--- src/rtl/csr_access_ctrl.sv ---
// csr_access_ctrl: arbitrates pipeline/debug CSR accesses and sequences read-then-write on the CSR file.
// Optional `CSR_ACC_PERF_EN adds perf_acc_cnt / perf_cancel_cnt outputs.
module csr_access_ctrl #(
    parameter int unsigned NUM_W    = 14,
    parameter int unsigned DATA_W   = 32,
    parameter int unsigned ARB_MODE = 0
) (
    input  logic              clk,
    input  logic              resetn,
    input  logic              pl_req_valid,
    output logic              pl_req_ready,
    input  logic [1:0]        pl_op,
    input  logic [NUM_W-1:0]  pl_num,
    input  logic [DATA_W-1:0] pl_wdata,
    input  logic [DATA_W-1:0] pl_wmask,
    output logic              pl_rsp_valid,
    input  logic              pl_rsp_ready,
    output logic [DATA_W-1:0] pl_rdata,
    input  logic              dbg_req_valid,
    output logic              dbg_req_ready,
    input  logic [1:0]        dbg_op,
    input  logic [NUM_W-1:0]  dbg_num,
    input  logic [DATA_W-1:0] dbg_wdata,
    input  logic [DATA_W-1:0] dbg_wmask,
    output logic              dbg_rsp_valid,
    input  logic              dbg_rsp_ready,
    output logic [DATA_W-1:0] dbg_rdata,
    input  logic              wb_ex,
    input  logic              ertn_flush,
    output logic              csr_we,
    output logic [NUM_W-1:0]  csr_num,
    output logic [DATA_W-1:0] csr_wmask,
    output logic [DATA_W-1:0] csr_wvalue,
    input  logic [DATA_W-1:0] csr_rvalue,
    output logic              busy
`ifdef CSR_ACC_PERF_EN
    ,
    output logic [31:0]       perf_acc_cnt,
    output logic [31:0]       perf_cancel_cnt
`endif
);

    typedef enum logic [1:0] {S_IDLE, S_RD, S_WR, S_RSP} state_t;
    typedef enum logic [1:0] {OP_RD = 2'b00, OP_WR = 2'b01, OP_XCHG = 2'b10, OP_RSV = 2'b11} op_t;

    state_t            r_state;
    state_t            w_state_nxt;
    logic              r_last;   // 1: debug was granted last
    logic              r_owner;  // 1: debug owns the current access
    op_t               r_op;
    logic [NUM_W-1:0]  r_num;
    logic [DATA_W-1:0] r_wdata;
    logic [DATA_W-1:0] r_wmask;
    logic [DATA_W-1:0] r_csr_wmask;
    logic [DATA_W-1:0] r_csr_wvalue;
    logic [DATA_W-1:0] r_pl_rdata;
    logic [DATA_W-1:0] r_dbg_rdata;

    logic w_flush;
    logic w_pl_cand;
    logic w_dbg_cand;
    logic w_gnt_pl;
    logic w_gnt_dbg;
    logic w_is_write;
    logic w_pl_cancel;
    logic w_rsp_valid;
    logic w_hs;

    assign w_flush     = wb_ex | ertn_flush;
    // Gating with resetn keeps the ready outputs low while reset is held.
    assign w_pl_cand   = resetn & pl_req_valid & ~w_flush;
    assign w_dbg_cand  = resetn & dbg_req_valid;
    assign w_is_write  = (r_op == OP_WR) || (r_op == OP_XCHG);
    assign w_pl_cancel = w_flush & ~r_owner & ((r_state == S_RD) || (r_state == S_WR));
    assign w_rsp_valid = (r_state == S_RSP);
    assign w_hs        = w_rsp_valid & (r_owner ? dbg_rsp_ready : pl_rsp_ready);

    always_comb begin
        w_gnt_pl  = 1'b0;
        w_gnt_dbg = 1'b0;
        if (r_state == S_IDLE) begin
            if (ARB_MODE == 1) begin
                w_gnt_dbg = w_dbg_cand;
                w_gnt_pl  = w_pl_cand & ~w_dbg_cand;
            end else if (w_pl_cand && w_dbg_cand) begin
                w_gnt_pl  = r_last;
                w_gnt_dbg = ~r_last;
            end else begin
                w_gnt_pl  = w_pl_cand;
                w_gnt_dbg = w_dbg_cand;
            end
        end
    end

    always_comb begin
        w_state_nxt = r_state;
        case (r_state)
            S_IDLE:  if (w_gnt_pl || w_gnt_dbg) w_state_nxt = S_RD;
            S_RD: begin
                if (w_pl_cancel)     w_state_nxt = S_IDLE;
                else if (w_is_write) w_state_nxt = S_WR;
                else                 w_state_nxt = S_RSP;
            end
            // A flushed debug write stays here and retries.
            S_WR: begin
                if (w_pl_cancel)   w_state_nxt = S_IDLE;
                else if (!w_flush) w_state_nxt = S_RSP;
            end
            S_RSP:   if (w_hs) w_state_nxt = S_IDLE;
            default: w_state_nxt = S_IDLE;
        endcase
    end

    always_ff @(posedge clk or negedge resetn) begin
        if (!resetn) r_state <= S_IDLE;
        else         r_state <= w_state_nxt;
    end

    always_ff @(posedge clk or negedge resetn) begin
        if (!resetn) begin
            r_last       <= 1'b1;
            r_owner      <= 1'b0;
            r_op         <= OP_RD;
            r_num        <= '0;
            r_wdata      <= '0;
            r_wmask      <= '0;
            r_csr_wmask  <= '0;
            r_csr_wvalue <= '0;
            r_pl_rdata   <= '0;
            r_dbg_rdata  <= '0;
        end else begin
            if (w_gnt_pl || w_gnt_dbg) begin
                r_owner <= w_gnt_dbg;
                r_last  <= w_gnt_dbg;
                r_op    <= op_t'(w_gnt_dbg ? dbg_op : pl_op);
                r_num   <= w_gnt_dbg ? dbg_num : pl_num;
                r_wdata <= w_gnt_dbg ? dbg_wdata : pl_wdata;
                r_wmask <= w_gnt_dbg ? dbg_wmask : pl_wmask;
            end
            if ((r_state == S_RD) && !w_pl_cancel) begin
                if (r_owner) r_dbg_rdata <= csr_rvalue;
                else         r_pl_rdata  <= csr_rvalue;
                if (w_is_write) begin
                    r_csr_wvalue <= r_wdata;
                    r_csr_wmask  <= (r_op == OP_XCHG) ? r_wmask : '1;
                end
            end
        end
    end

    assign pl_req_ready  = w_gnt_pl;
    assign dbg_req_ready = w_gnt_dbg;
    assign pl_rsp_valid  = w_rsp_valid & ~r_owner;
    assign dbg_rsp_valid = w_rsp_valid & r_owner;
    assign pl_rdata      = r_pl_rdata;
    assign dbg_rdata     = r_dbg_rdata;
    assign csr_we        = (r_state == S_WR) & ~w_flush;
    assign csr_num       = r_num;
    assign csr_wmask     = r_csr_wmask;
    assign csr_wvalue    = r_csr_wvalue;
    assign busy          = (r_state != S_IDLE);

`ifdef CSR_ACC_PERF_EN
    logic [31:0] r_perf_acc_cnt;
    logic [31:0] r_perf_cancel_cnt;

    always_ff @(posedge clk or negedge resetn) begin
        if (!resetn) begin
            r_perf_acc_cnt    <= '0;
            r_perf_cancel_cnt <= '0;
        end else begin
            if (w_hs)        r_perf_acc_cnt    <= r_perf_acc_cnt + 32'd1;
            if (w_pl_cancel) r_perf_cancel_cnt <= r_perf_cancel_cnt + 32'd1;
        end
    end

    assign perf_acc_cnt    = r_perf_acc_cnt;
    assign perf_cancel_cnt = r_perf_cancel_cnt;
`endif

endmodule

--- config.mk ---
export PLATFORM = sky130hd
export DESIGN_NAME = csr_access_ctrl
export DESIGN_NICKNAME = d
export VERILOG_FILES = /design/src/rtl/csr_access_ctrl.sv
export SDC_FILE = /design/constraint.sdc
export NUM_CORES = 1
export LEC_CHECK = 0
export ABC_CLOCK_PERIOD_IN_PS = 3400
export BUFFER_PORTS_ARGS = -buffer_cell sky130_fd_sc_hd__buf_2
export CORE_MARGIN = 3
export CORE_UTILIZATION = 52
export DETAILED_ROUTE_END_ITERATION = 10
export GPL_TIMING_DRIVEN = 0
export PLACE_DENSITY = 0.95
export SETUP_SLACK_MARGIN = 0.05
export SYNTH_ARGS = -nofsm -noshare
export SYNTH_HDL_FRONTEND = slang
export SYNTH_SLANG_ARGS = --single-unit
--- constraint.sdc ---
create_clock -name clk -period 3.4 [get_ports clk]
set_input_delay 0.68 -clock clk [delete_from_list [all_inputs] [get_ports clk]]
set_output_delay 0.68 -clock clk [all_outputs]
set_load 0.03 [all_outputs]
After elaboration in Yosys (flattened, before gate mapping):

Index checks and enable logic that the tools add are counted.

* register bits: 212
* latch bits: 0
* RAM bits: 0
* bits in read-only memories: 0
* bits of input ports: 200
* output and inout port bits: 148
* logic and storage cells: 61
* memories kept: 0

* $add $sub $neg: 0
* multipliers: 0
* div/mod/pow operators: 0
* $lt $le $gt $ge: 0
* equality and inequality tests: 8
* shift operators: 0
* multiplexer cells: 17
* bitwise operators: 13
* reduce and logical (&&, ||, !) cells: 12

Operator list (number)
* two-way mux 32 bit: 3
* two-way mux 14 bit: 1
* two-way mux 2 bit: 6
* AND 1 bit: 9
* case mux 2 bit (4 select lines): 1
* equality test 2 bit (second input constant): 3
* two-way mux 1 bit: 6
* AND reduction 2 bit: 3
* equality test 2 x 1 -> 1 bit (second input constant): 2
* != test 2 x 1 -> 1 bit (second input constant): 2
* logical OR 1 bit: 3
* != test 3 bit (second input constant): 1
* inverter 1 bit: 3
* AND reduction 3 bit: 1
* logical AND 1 bit: 2
* logical NOT 2 bit: 1
* nonzero test 2 bit: 1
* logical NOT 1 bit: 1
* bitwise OR 1 bit: 1

Depth between registers and ports, before layout:

Gate-level depths: netlist (run 1).

* depth in word-level cells: 9
* mapped depth: 9
* gate-level depth less buffers: 6

Worst setup path after synthesis (run 1):

No wires, ideal clock.

* path type: input port to output port
* from: in ertn_flush
* to: out pl_req_ready
* arrival time: 1.686 ns
* data required time: 2.720 ns
* setup slack: 1.034 ns
* stages on the path: 5
* path buffers: 2
* cell sequence: nor3b_2 and3_1 a21boi_1 buf_4 buf_2

* cells in the longest elaborated chain, start to end: 6

RTL lines
* start: declaration: RTL line 29 `input logic ertn_flush,`
* bitwise OR 1 bit *: RTL line 69 `assign w_flush = wb_ex | ertn_flush;`
* inverter 1 bit *: RTL line 71 `assign w_pl_cand = resetn & pl_req_valid & ~w_flush;`
* AND 1 bit *: RTL line 71
* logical AND 1 bit: RTL line 85 `end else if (w_pl_cand && w_dbg_cand) begin`
* two-way mux 1 bit *: RTL line 85
* two-way mux 1 bit *: RTL line 81 `if (r_state == S_IDLE) begin`
* end: declaration: RTL line 11 `output logic pl_req_ready,`

Mark *: on every way between the ends. The rest lies on a longest branch, timed or not.

Worst setup path after layout (run 1):

* from: reg r_state[1]
* to: out dbg_req_ready

* cells in the longest elaborated chain, start to end: 2

RTL lines
* start: declaration: RTL line 46 `state_t r_state;`
* start signal: assignment: RTL line 116 `else r_state <= w_state_nxt;`
* logical NOT 2 bit: RTL line 81
* two-way mux 1 bit: RTL line 81
* end: declaration: RTL line 20 `output logic dbg_req_ready,`

Every way passes these cells.

==> impl_metrics.json, run 1 <==
{
  "worstPathCellList": "inv_1 -> ha_1 -> nand3_1 -> a21oi_4 -> clkbuf_2 -> buf_2",
  "path_max_fanout": 10,
  "worst-path-buf-inv": 3,
  "cp.depth": 6,
  "synth_flop_cell": "dfrtp_1",
  "setup_violations": 0,
  "design_area_um2": 11490,
  "timing_hold_violations_final": 0,
  "r2r_start": "r_state[1]",
  "num_rows": 46,
  "syn_area_um2": 8658,
  "whs_ps": 96.37,
  "hpwl_mm": 18.70,
  "overflow": 0,
  "yosys-top-cells-count": "dfrtp_1, mux2_1, a21o_1, a22o_1, inv_1",
  "syn_inst": 651,
  "clockBufferDepth": 3,
  "wl_mm": 25.93,
  "synth_edf_count": 0,
  "wire_per_inst_um": 20.64,
  "critPathSlowestCell": "a21oi_4",
  "grt_start_max_net_pins": 121,
  "synth_seq_cells": 212,
  "grt_pass1_vias": 7416,
  "status": "finished clean",
  "cts_tree": "done",
  "tightest_slew_ps": 1132,
  "synth_most_common_cell": "dfrtp_1",
  "antenna_found_initial": 1,
  "maxSlewHeadroom": 0.2417,
  "yosysUniqueCellTypes": 33,
  "initial_core_util": 0.5373,
  "vias_per_cell": 5.576,
  "clk_latency_ps": 490,
  "die_height_um": 135.0,
  "slew_viol_final": 0,
  "synth_top_area_share": 0.6098,
  "clock.fmax_ghz": 0.3131,
  "cpPeakStageDelay_ps": 490,
  "worstRegToRegCells": 7,
  "dieArea_um2": 18230,
  "fin_crit_sh": 0.9394,
  "worst-r2r-setup-slack_ps": 1010,
  "seq_area_frac_synth": 0.6129,
  "rsz0062_at_grt": "false",
  "firstDrtPassIters": 4,
  "regToRegEndpoint": "csr_num[11]",
  "placedInstanceArea_um2": 10700,
  "core_area_um2": 16120,
  "grtUsageTotal": 0.2773,
  "skew_ps": 9.076,
  "cp-end-kind": "output port",
  "gp_congestion": 0.8435,
  "route.detailed.drc": 0,
  "cp.arrival_ps": 2510,
  "clkSlewWorstSetupHoldPaths_ps": 70,
  "ir_drop_v": 0.0007233,
  "hold_path.class": "in2async",
  "cts_buffers": 22,
  "multi_input_area_um2": 2985,
  "yosys-top-cells-area": "dfrtp_1, mux2_1, a22o_1",
  "cts_root_buf": "clkbuf_16",
  "power.density_nw_per_um2": 1062,
  "synth_top_cell_by_area": "dfrtp_1",
  "num_io_pins": 348,
  "area_growth_pct": 32.73,
  "cts_setup_buffers": 0,
  "final_nets": 1229,
  "cp-start-kind": "flip-flop",
  "fillers": 1070,
  "required_ps": 2720,
  "ys_warn_count": 0,
  "drive_above_1_share": 0.4033,
  "drt-initial-drc-count": 279,
  "synth_fp_nets": 857,
  "cts_hold_buf": 0,
  "crit_family": "buffers and inverters",
  "cts_htree_levels": 1,
  "async_flop_share": 1.000,
  "p_leak_uw": 0.006298,
  "die_w_um": 135.0,
  "synth_area_per_cell_um2": 13.30,
  "antenna_left": 0,
  "clock_sinks": 212,
  "grt_pass1_wl_mm": 39.66,
  "via_count": 7004,
  "ff_latch_area_um2": 5306,
  "min_period_ps": 3194,
  "final_util": 0.7131,
  "drv_cap": 0,
  "path_class": "reg2out",
  "io_buffers": 347
}
cells in the final DEF (no fill, tap or decap), types with 2 or more instances in the layout:
| cell type | Yosys | layout |
|---|---|---|
| o211ai_1 | 2 | 2 |
| dfrtp_1 | 211 | 211 |
| a31oi_1 | 32 | 32 |
| buf_4 | 5 | 5 |
| mux2_1 | 96 | 96 |
| ha_1 | 6 | 6 |
| mux2_2 | 2 | 2 |
| clkbuf_16 | 0 | 23 |
| nor2_1 | 33 | 33 |
| clkinv_2 | 0 | 6 |
| a22o_1 | 80 | 80 |
| nand2_1 | 3 | 3 |
| buf_2 | 20 | 366 |
| a21o_1 | 80 | 80 |
| bufinv_16 | 0 | 4 |
| clkbuf_1 | 20 | 22 |
| and2_1 | 2 | 2 |
| clkinvlp_4 | 0 | 3 |
| inv_1 | 40 | 40 |
| mux2i_1 | 2 | 2 |
state kept, by name, summed over array words and instances (netlist names):
name        count
csr_wmask      32
csr_wvalue     32
dbg_rdata      32
pl_rdata       32
r_wdata        32
r_wmask        32
csr_num        14
r_op            2
r_state         2
r_last          1
r_owner         1
per-stage QoR:
step                cells  setup WS (ps)  TNS, ps  total power (uW)
finish               1256          206.2        0             12200
global route         1256          84.56        0             12830
CTS                  1255          100.4        0             12280
detailed placement   1215         -137.7   -137.7              9631
global placement     1214          -3561  -677000              9364
floorplan             651           1034        0              7871
repair_timing:
item,CTS,global route
pin swaps,0,0
endpoints found under the setup margin,1,1
gates resized for setup,2,2
where the power goes:
group	internal [uW]	leakage, uW	switching (uW)
logic	2000	0.00341	3340
clock network	1560	0.000375	990
registers	3660	0.00251	647
worst reg2reg max path: stages (launching register included):
cell and delay [ps]:
dfrtp_1 420, inv_1 130, ha_1 250, nand3_1 160, a21oi_4 490, clkbuf_1 520, a22o_1 260, a21o_1 100
worst max path at each step:
stage | start | to | slack [ps]
2_1_floorplan | ertn_flush | pl_req_ready | 1030
6_report | r_state[1] | dbg_req_ready | 210
4_1_cts | r_state[0] | dbg_req_ready | 100
3_5_place_dp | resetn | dbg_req_ready | -140
5_1_grt | r_state[1] | dbg_req_ready | 80
3_3_place_gp | resetn | csr_num[11] | -3560
cells by family (layout without fill, tap and decap cells):
logic type,count (synthesis),after routing,synth area share
other,0,1,0
buffers and inverters,86,474,0.04321
AOI/OAI and AO/OA,203,203,0.1827
DFF,212,212,0.6129
and+or+nand+nor,44,44,0.02283
adders and majority gates,6,6,0.008670
muxes,100,100,0.1298
metal layers:
layer	global-route usage	part of all wire
met3	0.07004	0.079
met1	0.3195	0.37
met4	0.1265	0.049
met2	0.4878	0.50
met5	0	0
area by class of cell:
type | instances | area share
diodes | 1 | 0.0002177
plain buffers | 46 | 0.01960
clock buffers | 27 | 0.05226
clock inverters | 13 | 0.01502
inverters | 40 | 0.01306
multi-input cells | 353 | 0.2598
flip-flops and latches | 212 | 0.4617
well taps | 216 | 0.02352
repair buffers | 348 | 0.1548
No activity file was read; power rests on OpenSTA's default activity.
==> run 2, diff against run 1 <==
--- a/config.mk
+++ b/config.mk
@@ -5,6 +5,7 @@
 export SDC_FILE = /design/constraint.sdc
 export NUM_CORES = 1
 export LEC_CHECK = 0
+export ABC_AREA = 1
 export ABC_CLOCK_PERIOD_IN_PS = 3400
 export BUFFER_PORTS_ARGS = -buffer_cell sky130_fd_sc_hd__buf_2
 export CORE_MARGIN = 3
==> impl_metrics.json, run 2 <==
{
  "clock_sinks": 212,
  "cp-end-kind": "output port",
  "fillers": 1115,
  "dp_slack_ps": -559.2,
  "drt-initial-drc-count": 584,
  "maxSlewHeadroom": 0.6419,
  "final_util": 0.7120,
  "synth_compound_area_frac": 0.06112,
  "clk_latency_ps": 500,
  "die_height_um": 135.2,
  "core_area_um2": 16120,
  "gp_congestion": 0.9012,
  "drive_above_1_share": 0.3124,
  "yosys-top-cells-area": "dfrtp_1, nand2_1, o21ai_0",
  "grt_start_max_net_pins": 94,
  "initial_core_util": 0.5386,
  "syn_inst": 999,
  "clockBufferDepth": 3,
  "num_io_pins": 348,
  "via_count": 8339,
  "synth_xor_area_frac": 0,
  "ir_drop_v": 0.0005276,
  "final_common_cell": "nand2_1",
  "antenna_found_initial": 2,
  "grtUsageTotal": 0.2949,
  "io_buffers": 347,
  "synth_most_common_cell": "nand2_1",
  "area_growth_pct": 32.20,
  "regToRegEndpoint": "csr_num[8]",
  "synth_mux_area_frac": 0,
  "clkSlewWorstSetupHoldPaths_ps": 60,
  "slew_viol_final": 0,
  "synth_top_area_share": 0.6083,
  "ys_warn_count": 0,
  "synth_fp_nets": 1205,
  "multi_input_area_um2": 2873,
  "dieArea_um2": 18280,
  "p_leak_uw": 0.006470,
  "fin_cells": 1600,
  "dp_cells": 1563,
  "cts_hold_buf": 0,
  "worstRegToRegCells": 10,
  "worst-r2r-setup-slack_ps": 990,
  "status": "finished clean",
  "tightest_slew_ps": 537.2,
  "final_nets": 1576,
  "final_cell_mix": "nand2_1, buf_2, dfrtp_1",
  "cpPeakStageDelay_ps": 350,
  "critPathMostFrequentCell": "nand2_1",
  "cts_tree": "done",
  "rsz0062_at_grt": "false",
  "yosys-top-cells-count": "nand2_1, dfrtp_1, o21ai_0",
  "overflow": 0,
  "hpwl_mm": 19.68,
  "seq_area_frac_synth": 0.6114,
  "synth_top_family_by_area": "simple AND/OR/NAND/NOR gates",
  "wl_mm": 27.50,
  "skew_ps": 8.775,
  "syn_area_um2": 8680,
  "cts_setup_buffers": 0,
  "crit_family": "buffers and inverters",
  "setup_violations": 0,
  "synth_area_per_cell_um2": 8.688,
  "worstPathCellList": "buf_12 -> buf_16 -> nand2_1 -> nor2_1 -> nand2_1 -> inv_1 -> buf_2",
  "clock.fmax_ghz": 0.3270,
  "die_w_um": 135.2,
  "drv_cap": 0,
  "synth-adder-area-share": 0.008649,
  "yosys.area_share.simple": 0.2612,
  "power.density_nw_per_um2": 1062,
  "worst-path-buf-inv": 4,
  "cp-start-kind": "input port",
  "cts_root_buf": "clkbuf_16",
  "cts_buffers": 22,
  "synth_flop_cell": "dfrtp_1",
  "yosysUniqueCellTypes": 20,
  "fin_crit_sh": 0.8994,
  "path_max_fanout": 93,
  "path_class": "in2out",
  "vias_per_cell": 5.212,
  "synth_top_cell_by_area": "dfrtp_1",
  "min_period_ps": 3058,
  "wire_per_inst_um": 17.19,
  "route.detailed.drc": 0,
  "synth_seq_cells": 212,
  "timing.final.ws_setup_ps": 342.0,
  "async_flop_share": 1.000,
  "cp.arrival_ps": 2380,
  "r2r_start": "r_state[0]",
  "synth_edf_count": 0,
  "critPathSlowestCell": "buf_12",
  "timing_hold_violations_final": 0,
  "antenna_left": 0,
  "grt_pass1_vias": 8294,
  "hold_path.class": "in2async",
  "tns_ps": 0,
  "grt_pass1_wl_mm": 42.43,
  "p_total_uw": 12180,
  "required_ps": 2720,
  "cts_htree_levels": 1,
  "ff_latch_area_um2": 5306,
  "firstDrtPassIters": 5,
  "num_rows": 46
}
[run 2: changes by cell type in the layout (fill, tap and decap cells not counted), moves of 6 or more]
cell and delta:
inv_1 +9, o21ai_0 +99, a21o_1 -80, a22o_1 -80, nand2_1 +470, buf_2 +6, a31oi_1 -32, nor2_1 -28
mux2_1 -96, nand3_1 +83, buf_6 +7
[run 2: timing repair]
item | 4_1_cts | 5_1_grt
setup endpoints to repair | 2 | 1
cloned | 1 | 0
gates resized for setup | 1 | 0
[run 2: kinds of logic (layout without fill, tap and decap cells)]
group                    count (synthesis)  after routing
adder cells (fa/ha/maj)                  6              6
flip-flops                             212            212
other                                    0              1
AND/OR/NAND/NOR                        569            569
AO/OA/AOI/OAI                          105            105
buffers and inverters                  107            491
[run 2: worst reg2reg max path: cells and delay by family (launching register included)]
family	cells	cell delay, ps
and+or+nand+nor	3	330
AOI/OAI and AO/OA	1	140
DFF	1	420
buffers and inverters	5	1270
adders and majority gates	1	200
[run 2: layout make-up]
class | instances | share of cell area
Sequential cell | 212 | 0.4624
Multi-Input combinational cell | 680 | 0.2504
Timing Repair Buffer | 349 | 0.1579
Clock buffer | 29 | 0.05474
Buffer | 51 | 0.02530
Tap cell | 216 | 0.02355
Inverter | 54 | 0.01766
Clock inverter | 8 | 0.007851
Antenna cell | 1 | 0.0002181
[run 2: worst max path at each step]
stage,cells after the start,from,to
floorplan,7,r_state[0],pl_req_ready
global placement,6,resetn,dbg_req_ready
detailed placement,7,resetn,dbg_req_ready
CTS,8,resetn,pl_req_ready
global route,7,resetn,pl_req_ready
finish,7,resetn,pl_req_ready
[run 2: routing by layer]
layer | global-route usage | wire, um | up-vias
li1 | - | - | 3873
met1 | 0.3439 | 10120 | 3925
met2 | 0.5279 | 13980 | 445
met3 | 0.06241 | 2313 | 94
met4 | 0.1243 | 1082 | 2
met5 | 0 | 7 | -
[run 2: power by group]
| group | internal, uW | leakage [uW] | switching [uW] |
|---|---|---|---|
| logic | 1550 | 0.00348 | 3840 |
| clock network | 1440 | 0.000360 | 958 |
| registers | 3730 | 0.00263 | 661 |
| total | 6730 | 0.00647 | 5460 |
[run 2: through the flow]
step,hold slack [ps],cell area [um2]
floorplan,384.4,8680
global placement,448.6,10690
detailed placement,454.4,10720
CTS,134.4,11480
global route,142.2,11470
finish,102.0,11470
